===== src/rtl/alarm_ringer.sv =====
// alarm_ringer: alarm ring sequencer. Rings a gated tone once the time-compare
// block flags a match, and stops on STOP_KEY, on an unattended timeout, or via
// snooze. After ringing it holds the compare clear for two second ticks so
// the compare cannot re-fire within the matching second.
//
// Build option: define ALARM_SNOOZE_EN to include the SNOOZE state. Without it,
// SNOOZE_KEY is ignored and SNOOZE_CNT reads 0.
//
// Ports:
//   CLK          system clock, rising edge
//   RESET        synchronous active-high reset
//   TICK_1HZ     one-CLK pulse per second
//   ALARM_DOING  sticky match flag from the time-compare block
//   STOP_KEY     debounced level; rising edge stops ringing or snooze
//   SNOOZE_KEY   debounced level; rising edge snoozes while ringing
//   BUZZER       gated tone to the piezo driver (registered)
//   RINGING      high while ringing (registered)
//   ALARM_CLEAR  clear to the time-compare block (registered)
//   SNOOZE_CNT   snoozes used in the current alarm event
module alarm_ringer #(
    parameter int unsigned TONE_DIV     = 25000,
    parameter int unsigned RING_TIMEOUT = 60,
    parameter int unsigned SNOOZE_SEC   = 300,
    parameter int unsigned SNOOZE_MAX   = 3
) (
    input  logic       CLK,
    input  logic       RESET,
    input  logic       TICK_1HZ,
    input  logic       ALARM_DOING,
    input  logic       STOP_KEY,
    input  logic       SNOOZE_KEY,
    output logic       BUZZER,
    output logic       RINGING,
    output logic       ALARM_CLEAR,
    output logic [1:0] SNOOZE_CNT
);

    localparam int unsigned SEC_MAX = (RING_TIMEOUT > SNOOZE_SEC) ? RING_TIMEOUT : SNOOZE_SEC;
    localparam int unsigned SEC_W   = $clog2(SEC_MAX + 1);
    localparam int unsigned TONE_W  = (TONE_DIV > 1) ? $clog2(TONE_DIV) : 1;

    typedef enum logic [1:0] {
        S_IDLE    = 2'd0,
        S_RING    = 2'd1,
`ifdef ALARM_SNOOZE_EN
        S_SNOOZE  = 2'd3,
`endif
        S_HOLDOFF = 2'd2
    } state_e;

    state_e              state_q, state_d;
    logic [TONE_W-1:0]   tone_cnt_q, tone_cnt_d;
    logic                tone_q, tone_d;
    logic                beat_q, beat_d;
    logic [SEC_W-1:0]    sec_q, sec_d;
    logic                stop_prev_q, stop_prev_d;
    logic                armed_q, armed_d;
    logic                buzzer_q, buzzer_d;
    logic                ringing_q, ringing_d;
    logic                clear_q, clear_d;
    logic [SEC_W-1:0]    sec_inc;
    logic                stop_rise;

    // Key edges are suppressed on the first cycle after reset (armed_q low),
    // so a key already held through reset never looks like a fresh press.
    assign stop_rise = STOP_KEY & ~stop_prev_q & armed_q;
    assign sec_inc   = sec_q + SEC_W'(1);

`ifdef ALARM_SNOOZE_EN
    logic       snooze_prev_q, snooze_prev_d;
    logic [1:0] snooze_cnt_q, snooze_cnt_d;
    logic       snooze_rise;

    assign snooze_rise = SNOOZE_KEY & ~snooze_prev_q & armed_q;
    assign SNOOZE_CNT  = snooze_cnt_q;
`else
    logic unused_snooze;

    assign unused_snooze = ^{SNOOZE_KEY, 32'(SNOOZE_MAX)};
    assign SNOOZE_CNT    = 2'b00;
`endif

    // State and datapath registers
    always_ff @(posedge CLK) begin
        if (RESET) begin
            state_q       <= S_IDLE;
            tone_cnt_q    <= '0;
            tone_q        <= 1'b0;
            beat_q        <= 1'b1;
            sec_q         <= '0;
            stop_prev_q   <= 1'b0;
            armed_q       <= 1'b0;
            buzzer_q      <= 1'b0;
            ringing_q     <= 1'b0;
            clear_q       <= 1'b0;
`ifdef ALARM_SNOOZE_EN
            snooze_prev_q <= 1'b0;
            snooze_cnt_q  <= 2'd0;
`endif
        end else begin
            state_q       <= state_d;
            tone_cnt_q    <= tone_cnt_d;
            tone_q        <= tone_d;
            beat_q        <= beat_d;
            sec_q         <= sec_d;
            stop_prev_q   <= stop_prev_d;
            armed_q       <= armed_d;
            buzzer_q      <= buzzer_d;
            ringing_q     <= ringing_d;
            clear_q       <= clear_d;
`ifdef ALARM_SNOOZE_EN
            snooze_prev_q <= snooze_prev_d;
            snooze_cnt_q  <= snooze_cnt_d;
`endif
        end
    end

    // Next state, counters and registered-output values
    always_comb begin
        state_d     = state_q;
        tone_cnt_d  = tone_cnt_q;
        tone_d      = tone_q;
        beat_d      = beat_q;
        sec_d       = sec_q;
        stop_prev_d = STOP_KEY;
        armed_d     = 1'b1;
`ifdef ALARM_SNOOZE_EN
        snooze_prev_d = SNOOZE_KEY;
        snooze_cnt_d  = snooze_cnt_q;
`endif

        case (state_q)
            S_IDLE: begin
                // Hold tone/beat/second counter at their ring-entry values.
                tone_cnt_d = '0;
                tone_d     = 1'b0;
                beat_d     = 1'b1;
                sec_d      = '0;
                if (ALARM_DOING) begin
                    state_d = S_RING;
                end
            end

            S_RING: begin
                if (tone_cnt_q == TONE_W'(TONE_DIV - 1)) begin
                    tone_cnt_d = '0;
                    tone_d     = ~tone_q;
                end else begin
                    tone_cnt_d = tone_cnt_q + TONE_W'(1);
                end
                if (TICK_1HZ) begin
                    beat_d = ~beat_q;
                    sec_d  = sec_inc;
                end
                // Priority: stop edge, then timeout, then snooze edge.
                if (stop_rise) begin
                    state_d = S_HOLDOFF;
                    sec_d   = '0;
                end else if (TICK_1HZ && (sec_inc == SEC_W'(RING_TIMEOUT))) begin
                    state_d = S_HOLDOFF;
                    sec_d   = '0;
                end
`ifdef ALARM_SNOOZE_EN
                else if (snooze_rise && (snooze_cnt_q < 2'(SNOOZE_MAX))) begin
                    state_d      = S_SNOOZE;
                    sec_d        = '0;
                    snooze_cnt_d = snooze_cnt_q + 2'd1;
                end
`endif
            end

`ifdef ALARM_SNOOZE_EN
            S_SNOOZE: begin
                if (stop_rise) begin
                    state_d = S_HOLDOFF;
                    sec_d   = '0;
                end else if (TICK_1HZ) begin
                    if (sec_inc == SEC_W'(SNOOZE_SEC)) begin
                        state_d    = S_RING;
                        sec_d      = '0;
                        beat_d     = 1'b1;
                        tone_d     = 1'b0;
                        tone_cnt_d = '0;
                    end else begin
                        sec_d = sec_inc;
                    end
                end
            end
`endif

            S_HOLDOFF: begin
                // Leave on the second tick after entry.
                if (TICK_1HZ) begin
                    if (sec_q != '0) begin
                        state_d = S_IDLE;
                        sec_d   = '0;
                    end else begin
                        sec_d = SEC_W'(1);
                    end
                end
            end

            default: begin
                state_d = S_IDLE;
            end
        endcase

`ifdef ALARM_SNOOZE_EN
        if (state_d == S_IDLE) begin
            snooze_cnt_d = 2'd0;
        end
`endif

        // Outputs follow the next state so BUZZER drops on the edge leaving RING.
        ringing_d = (state_d == S_RING);
`ifdef ALARM_SNOOZE_EN
        clear_d   = (state_d == S_HOLDOFF) || (state_d == S_SNOOZE);
`else
        clear_d   = (state_d == S_HOLDOFF);
`endif
        buzzer_d  = ringing_d & tone_d & beat_d;
    end

    assign BUZZER      = buzzer_q;
    assign RINGING     = ringing_q;
    assign ALARM_CLEAR = clear_q;

endmodule


===== config.mk =====
export PLATFORM = sky130hd
export DESIGN_NAME = alarm_ringer
export DESIGN_NICKNAME = d
export VERILOG_FILES = /design/src/rtl/alarm_ringer.sv
export SDC_FILE = /design/constraint.sdc
export NUM_CORES = 1
export LEC_CHECK = 0
export BUFFER_PORTS_ARGS = -buffer_cell sky130_fd_sc_hd__buf_2
export CAP_MARGIN = 20
export CORE_MARGIN = 4
export CORE_UTILIZATION = 46
export CTS_CLUSTER_DIAMETER = 80
export DETAILED_ROUTE_END_ITERATION = 8
export GPL_ROUTABILITY_DRIVEN = 0
export PLACE_DENSITY = 0.72
export SLEW_MARGIN = 25
export SYNTH_ARGS = -nofsm -noshare
export SYNTH_HDL_FRONTEND = slang
export SYNTH_SLANG_ARGS = --single-unit

===== constraint.sdc =====
create_clock -name CLK -period 2.15 [get_ports CLK]
set_input_delay 0.215 -clock CLK [delete_from_list [all_inputs] [get_ports CLK]]
set_output_delay 0.215 -clock CLK [all_outputs]
set_load 0.05 [all_outputs]

; ---- Word-level counts from Yosys, hierarchy flattened
; Index checks and enable logic that the tools add are counted.
[totals]
regBits = 33
out_inout_bits = 5
wordCells = 52
[op_classes]
addsub = 2
eq_ne = 8
n_mux = 19
n_bitwise = 7
n_reduce_logical = 6
[op_table]
columns = op, count
row1 = two-way mux 9 bit, 4
row2 = one-hot mux 15 bit (2 select lines), 1
row3 = one-hot mux 9 bit (3 select lines), 1
row4 = adder 15 x 1 -> 15 bit (second input constant), 1
row5 = equality test 15 bit (second input constant), 1
row6 = two-way mux 15 bit, 1
row7 = two-way mux 2 bit, 5
row8 = adder 9 x 1 -> 9 bit (second input constant), 1
row9 = equality test 9 x 6 -> 1 bit (second input constant), 1
row10 = nonzero test 9 bit, 1
row11 = one-hot mux 2 bit (3 select lines), 1
row12 = AND 1 bit, 4
row13 = equality test 2 x 1 -> 1 bit (second input constant), 2
row14 = equality test 2 bit (second input constant), 2
row15 = two-way mux 1 bit, 4
row16 = inequality test 4 bit (second input constant), 1
row17 = one-hot mux 1 bit (2 select lines), 2
row18 = inverter 1 bit, 3
row19 = AND reduction 3 bit, 1
row20 = nonzero test 3 bit, 1
row21 = logical NOT 2 bit, 1
row22 = inequality test 2 bit (second input constant), 1
row23 = nonzero test 2 bit, 1
row24 = logical AND 1 bit, 1

; ---- Logic depth before layout (Yosys ltp)
[depth]
ltp_word = 9
ltp_mapped = 8
depth_no_buf = 8

; ---- Worst setup path after synthesis
; No wires, ideal clock.
[synth_path]
kind = reg-to-reg
from = register sec_q[0]
to = register sec_q[1]
arrival_time_ns = 1.977
t_required_ns = 2.080
path_slack_ns = 0.103
path_stages_with_launch = 9
n_path_buf = 1
period_less_slack_ns = 2.047
path_cell_list = dfxtp_1 ha_1 nand2_1 xor2_1 a31oi_1 and4bb_4 buf_6 or4b_1 a21oi_1
[synth_via]
elab_chain_len = 6
word_cells_on_any_way = 9
cone_classes = 1 x add/sub / 2 x eq/ne / 4 x mux / 2 x reduce/logical
[synth_rtl]
columns = element, line
row1 = start: declaration, 55  ; logic [SEC_W-1:0] sec_q, sec_d;
row2 = start signal: assignment, 90  ; sec_q <= '0;
row3 = start signal: assignment, 105  ; sec_q <= sec_d;
row4 = adder 9 x 1 -> 9 bit *, 67  ; assign sec_inc = sec_q + SEC_W'(1);
row5 = equality test 9 x 6 -> 1 bit, 159  ; end else if (TICK_1HZ && (sec_inc == SEC_W'(RING_TIMEOUT))) begin
row6 = logical AND 1 bit, 159
row7 = two-way mux 9 bit, 159
row8 = two-way mux 9 bit, 156  ; if (stop_rise) begin
row9 = one-hot mux 9 bit (3 select lines), 132  ; case (state_q)
; Mark *: on every way between the ends. The rest lies on a longest branch, timed or not. The select of a mux whose other input is x is not followed.
; A chain may end at the register's enable or synchronous reset.

; ---- Worst setup path after layout
[layout_path]
from = register sec_q[3]
to = register sec_q[1]
[layout_via]
elab_chain_len = 6
word_cells_on_any_way = 8
cone_classes = 1 x add/sub / 2 x eq/ne / 3 x mux / 2 x reduce/logical
[layout_rtl]
columns = element, line
row1 = adder 9 x 1 -> 9 bit *, 67
row2 = equality test 9 x 6 -> 1 bit *, 159
row3 = logical AND 1 bit *, 159
row4 = two-way mux 9 bit, 159
row5 = two-way mux 9 bit, 156
row6 = one-hot mux 9 bit (3 select lines), 132
; Mark *: on every way between the ends. The rest lies on a longest branch, timed or not.

==> flow_summary_export.csv <==
group,metric,value,unit
status,outcome,"completed",
placed_design,dpl.hpwl,3030,um
yosys,synthArstFlopShare,0,
worst_setup_path,critPathCaptureType,"flip-flop",
run,max_cap_violations,0,
worst_setup_path,cpPeakStageDelay,0.51,ns
route,avgViaCountPerCell,5.82,
yosys,yosysSeqAreaShare,0.343,
yosys,syn_area_per_cell,8.06,um^2
route,num_vias,1834,
global_route,grt_pass1_vias,1699,
route,first_pass_iters,5,
placed_design,dpl_cell_area,2100,um^2
yosys,synth_seq_cells,33,
layout,regArea,674,um^2
power_and_ir_drop,p_per_area,725,nW/um^2
clocking,holdBufCountCts,0,
floorplan,io_pins,11,
yosys,synth.distinct_cells,53,
power_and_ir_drop,p_leak,0.861,nW
clocking,insertion_delay,0.29,ns
clocking,cts_inserted_buffers,5,
global_route,grt-ovfl-total,0,
power_and_ir_drop,power_frac_seq,0.385,
global_route,grtUsageMet2,0.283,
floorplan,die_y,72.7,um
placed_design,port_buffers,7,
sta,period_needed,2.05,ns
min_path,whs_path_depth,2,
worst_setup_path,path_max_fanout,6,
clocking,cts.sinks,33,
global_route,grt_use_total,0.185,
layout,nets,279,
global_route,top_usage_layer,"met2",
sta,hold_viol,0,
global_route,gr-usage-met3,0.0344,
worst_setup_path,worst_path_max_delay_cell,"or4b_4",
floorplan,rows,23,
clocking,ctsHtreeMaxLevel,2,
worst_setup_path,cp_cell_sequence,"nand3_4 -> o31a_1 -> a31oi_1 -> and4bb_4 -> buf_4 -> or4b_4 -> a21oi_2",
power_and_ir_drop,p_int,1.20,mW
placed_design,preCtsSetupSlack,0.0457,ns
sta,final.period_utilization,0.954,
worst_setup_path,required,2.37,ns
placed_design,dp.cells,303,
clocking,cts_tree,"yes",
power_and_ir_drop,power_frac_clock,0.418,
clocking,path_clk_slew,0.07,ns
sta,setup_ws,0.0997,ns
worst_setup_path,timing.rr.start,"sec_q[3]",
floorplan,floorplan.core_area,4030,um^2
global_route,grtUsageMet1,0.243,
route,drc,0,
power_and_ir_drop,switchingPower,0.475,mW
route,totalWireLength,4410,um
layout,antennaDiodeCount,0,
yosys,synth_common_cells,"33 x dfxtp_1, 27 x nor2_1, 18 x a21oi_1",
worst_setup_path,rr_endpoint,"sec_q[1]",
clocking,clockBufferDepth,2,
sta,finalSetupViolCount,0,
min_path,holdPathEnd,"stop_prev_q",
clocking,cts_root_buf,"clkbuf_8",
sta,rsz0062_at_grt,"yes",
sta,clock_skew,0.00694,ns
min_path,hold_class,"input port to flip-flop",
layout,multiInputGateArea,1210,um^2
layout,drive_gt1_frac,0.192,
power_and_ir_drop,sw_frac_of_total,0.284,
global_route,grt_first_pass_wirelength,7610,um
global_route,grt_max_degree,24,
route,postRouteAntennaNets,0,
route,drt-wirelength-per-cell,14.0,um
worst_setup_path,reg2reg_depth,7,
floorplan,initial_core_util,0.478,
layout,areaGrowthSynthToFinish,19.9,%
yosys,yosysTopAreaCell,"dfxtp_1",
power_and_ir_drop,ir_worst_vdd,0.255,mV
floorplan,die-area,5290,um^2
route,drt-initial-drc-count,119,
worst_setup_path,crit_type,"flip-flop to flip-flop",
yosys,synth_edf_count,0,
yosys,netlist.area_leader.share,0.343,
sta,drv_slew,0,
power_and_ir_drop,pwr-share-comb,0.197,
global_route,grt_antenna_before_repair,0,
layout,stdcell_count,315,
layout,postLayoutCoreUtil,0.573,
yosys,netlist_area,1930,um^2
yosys,synthMostInstantiatedCell,"dfxtp_1",
yosys,ys.flop_type,"dfxtp_1",
floorplan,die_w,72.7,um
sta,fmax,488,MHz
yosys,synth_cells,239,
worst_setup_path,arrival,2.27,ns
worst_setup_path,startpoint_type,"flip-flop",
yosys,synth.area.top_cells,"dfxtp_1 34%, ha_1 5.8%, nor2_1 5.3%",
layout,nFillCells,362,
layout,final_cell_area,2310,um^2
yosys,yosysWarnings,0,
worst_setup_path,rrSetupSlack,0.1,ns
min_path,hp-start,"STOP_KEY",
-- layout by cell type (no fill, tap or decap), types with 2 or more instances in the layout --
cell and n:
xor2_1 3, or4_1 2, dfxtp_2 2, conb_1 2, inv_1 10, a311oi_1 4
clkbuf_8 5, a21oi_1 17, and4_1 2, and2_1 3, nand4_1 3, dfxtp_4 3
a22o_1 5, bufinv_16 2, a31oi_1 3, buf_4 21, nor2_1 27, nand2_1 16
o41ai_1 5, a22oi_1 3, a211oi_1 2, and3_1 5, dfxtp_1 28, o21ai_1 2
o31a_1 2, o31ai_1 2, nor2b_1 5, nand3_1 10, buf_2 7, o21ai_0 14
nor4_1 5, nor3_1 8, ha_1 8, nor3b_1 2
-- cells by family (layout without fill, tap and decap cells) --
logic type / count (synthesis) / in the layout / synth area share
XOR/XNOR: 4 / 4 / 0.0182
AND/OR/NAND/NOR: 103 / 103 / 0.294
flip-flops: 33 / 33 / 0.343
multiplexers: 1 / 1 / 0.00520
other: 1 / 2 / 0.00195
adder cells (fa/ha/maj): 9 / 9 / 0.0585
AO/OA/AOI/OAI: 67 / 67 / 0.229
buffers and inverters: 21 / 46 / 0.0494
-- critical path, delay by kind of cell (launching register included) --
family,cells,cell delay [ns]
DFF,1,0.37
AOI/OAI and AO/OA,3,0.58
buffers and inverters,1,0.16
and+or+nand+nor,3,0.87
-- cell type report --
class / count / share of cell area
well taps: 50 / 0.0271
repair buffers: 28 / 0.0835
inverters: 10 / 0.0163
multi-input cells: 186 / 0.523
clock buffers: 5 / 0.0298
clock inverters: 3 / 0.0282
flip-flops and latches: 33 / 0.292
-- flip-flops by register name, summed over array words and instances (netlist names) --
signal	cells
stop_prev_q	1
tone_q	1
tone_cnt_q	15
BUZZER	1
RINGING	1
sec_q	9
state_q	2
ALARM_CLEAR	1
armed_q	1
beat_q	1
-- routing by layer --
metal	routed length [um]	vias to the layer above
met5	0	-
met2	1960	45
li1	-	930
met1	2130	850
met3	194	9
met4	128	0
-- timing repair --
item	in CTS	in global routing
resized for setup	0	19
setup buffers	0	4
setup endpoints to repair	0	11
-- power by group through the flow --
stage	clock network (mW)	registers [mW]	logic, mW
3_3_place_gp	0	0.658	0.318
2_1_floorplan	0	0.676	0.210
3_5_place_dp	0	0.659	0.321
6_report	0.700	0.645	0.330
5_1_grt	0.733	0.646	0.374
4_1_cts	0.719	0.645	0.323
-- metrics by stage --
step	TNS, ns	power (mW)	hold slack (ns)
floorplan	0	0.886	0.328
detailed placement	0	0.980	0.450
global placement	0	0.976	0.447
finish	0	1.67	0.147
global route	-0.00379	1.75	0.157
CTS	0	1.69	0.144
-- worst max-delay path by stage --
| stage | startpoint | end | slack, ns | cells past startpoint |
|---|---|---|---|---|
| after CTS | sec_q[0] | sec_q[1] | 0.02 | 7 |
| after detailed placement | sec_q[0] | sec_q[1] | 0.05 | 7 |
| after floorplan | sec_q[0] | sec_q[1] | 0.10 | 8 |
| after global placement | sec_q[0] | BUZZER | 0.07 | 8 |
| final | sec_q[3] | sec_q[1] | 0.1 | 7 |
| after global routing | sec_q[2] | sec_q[1] | -0.004 | 8 |
Note: power is estimated with default switching activity, not from simulation.
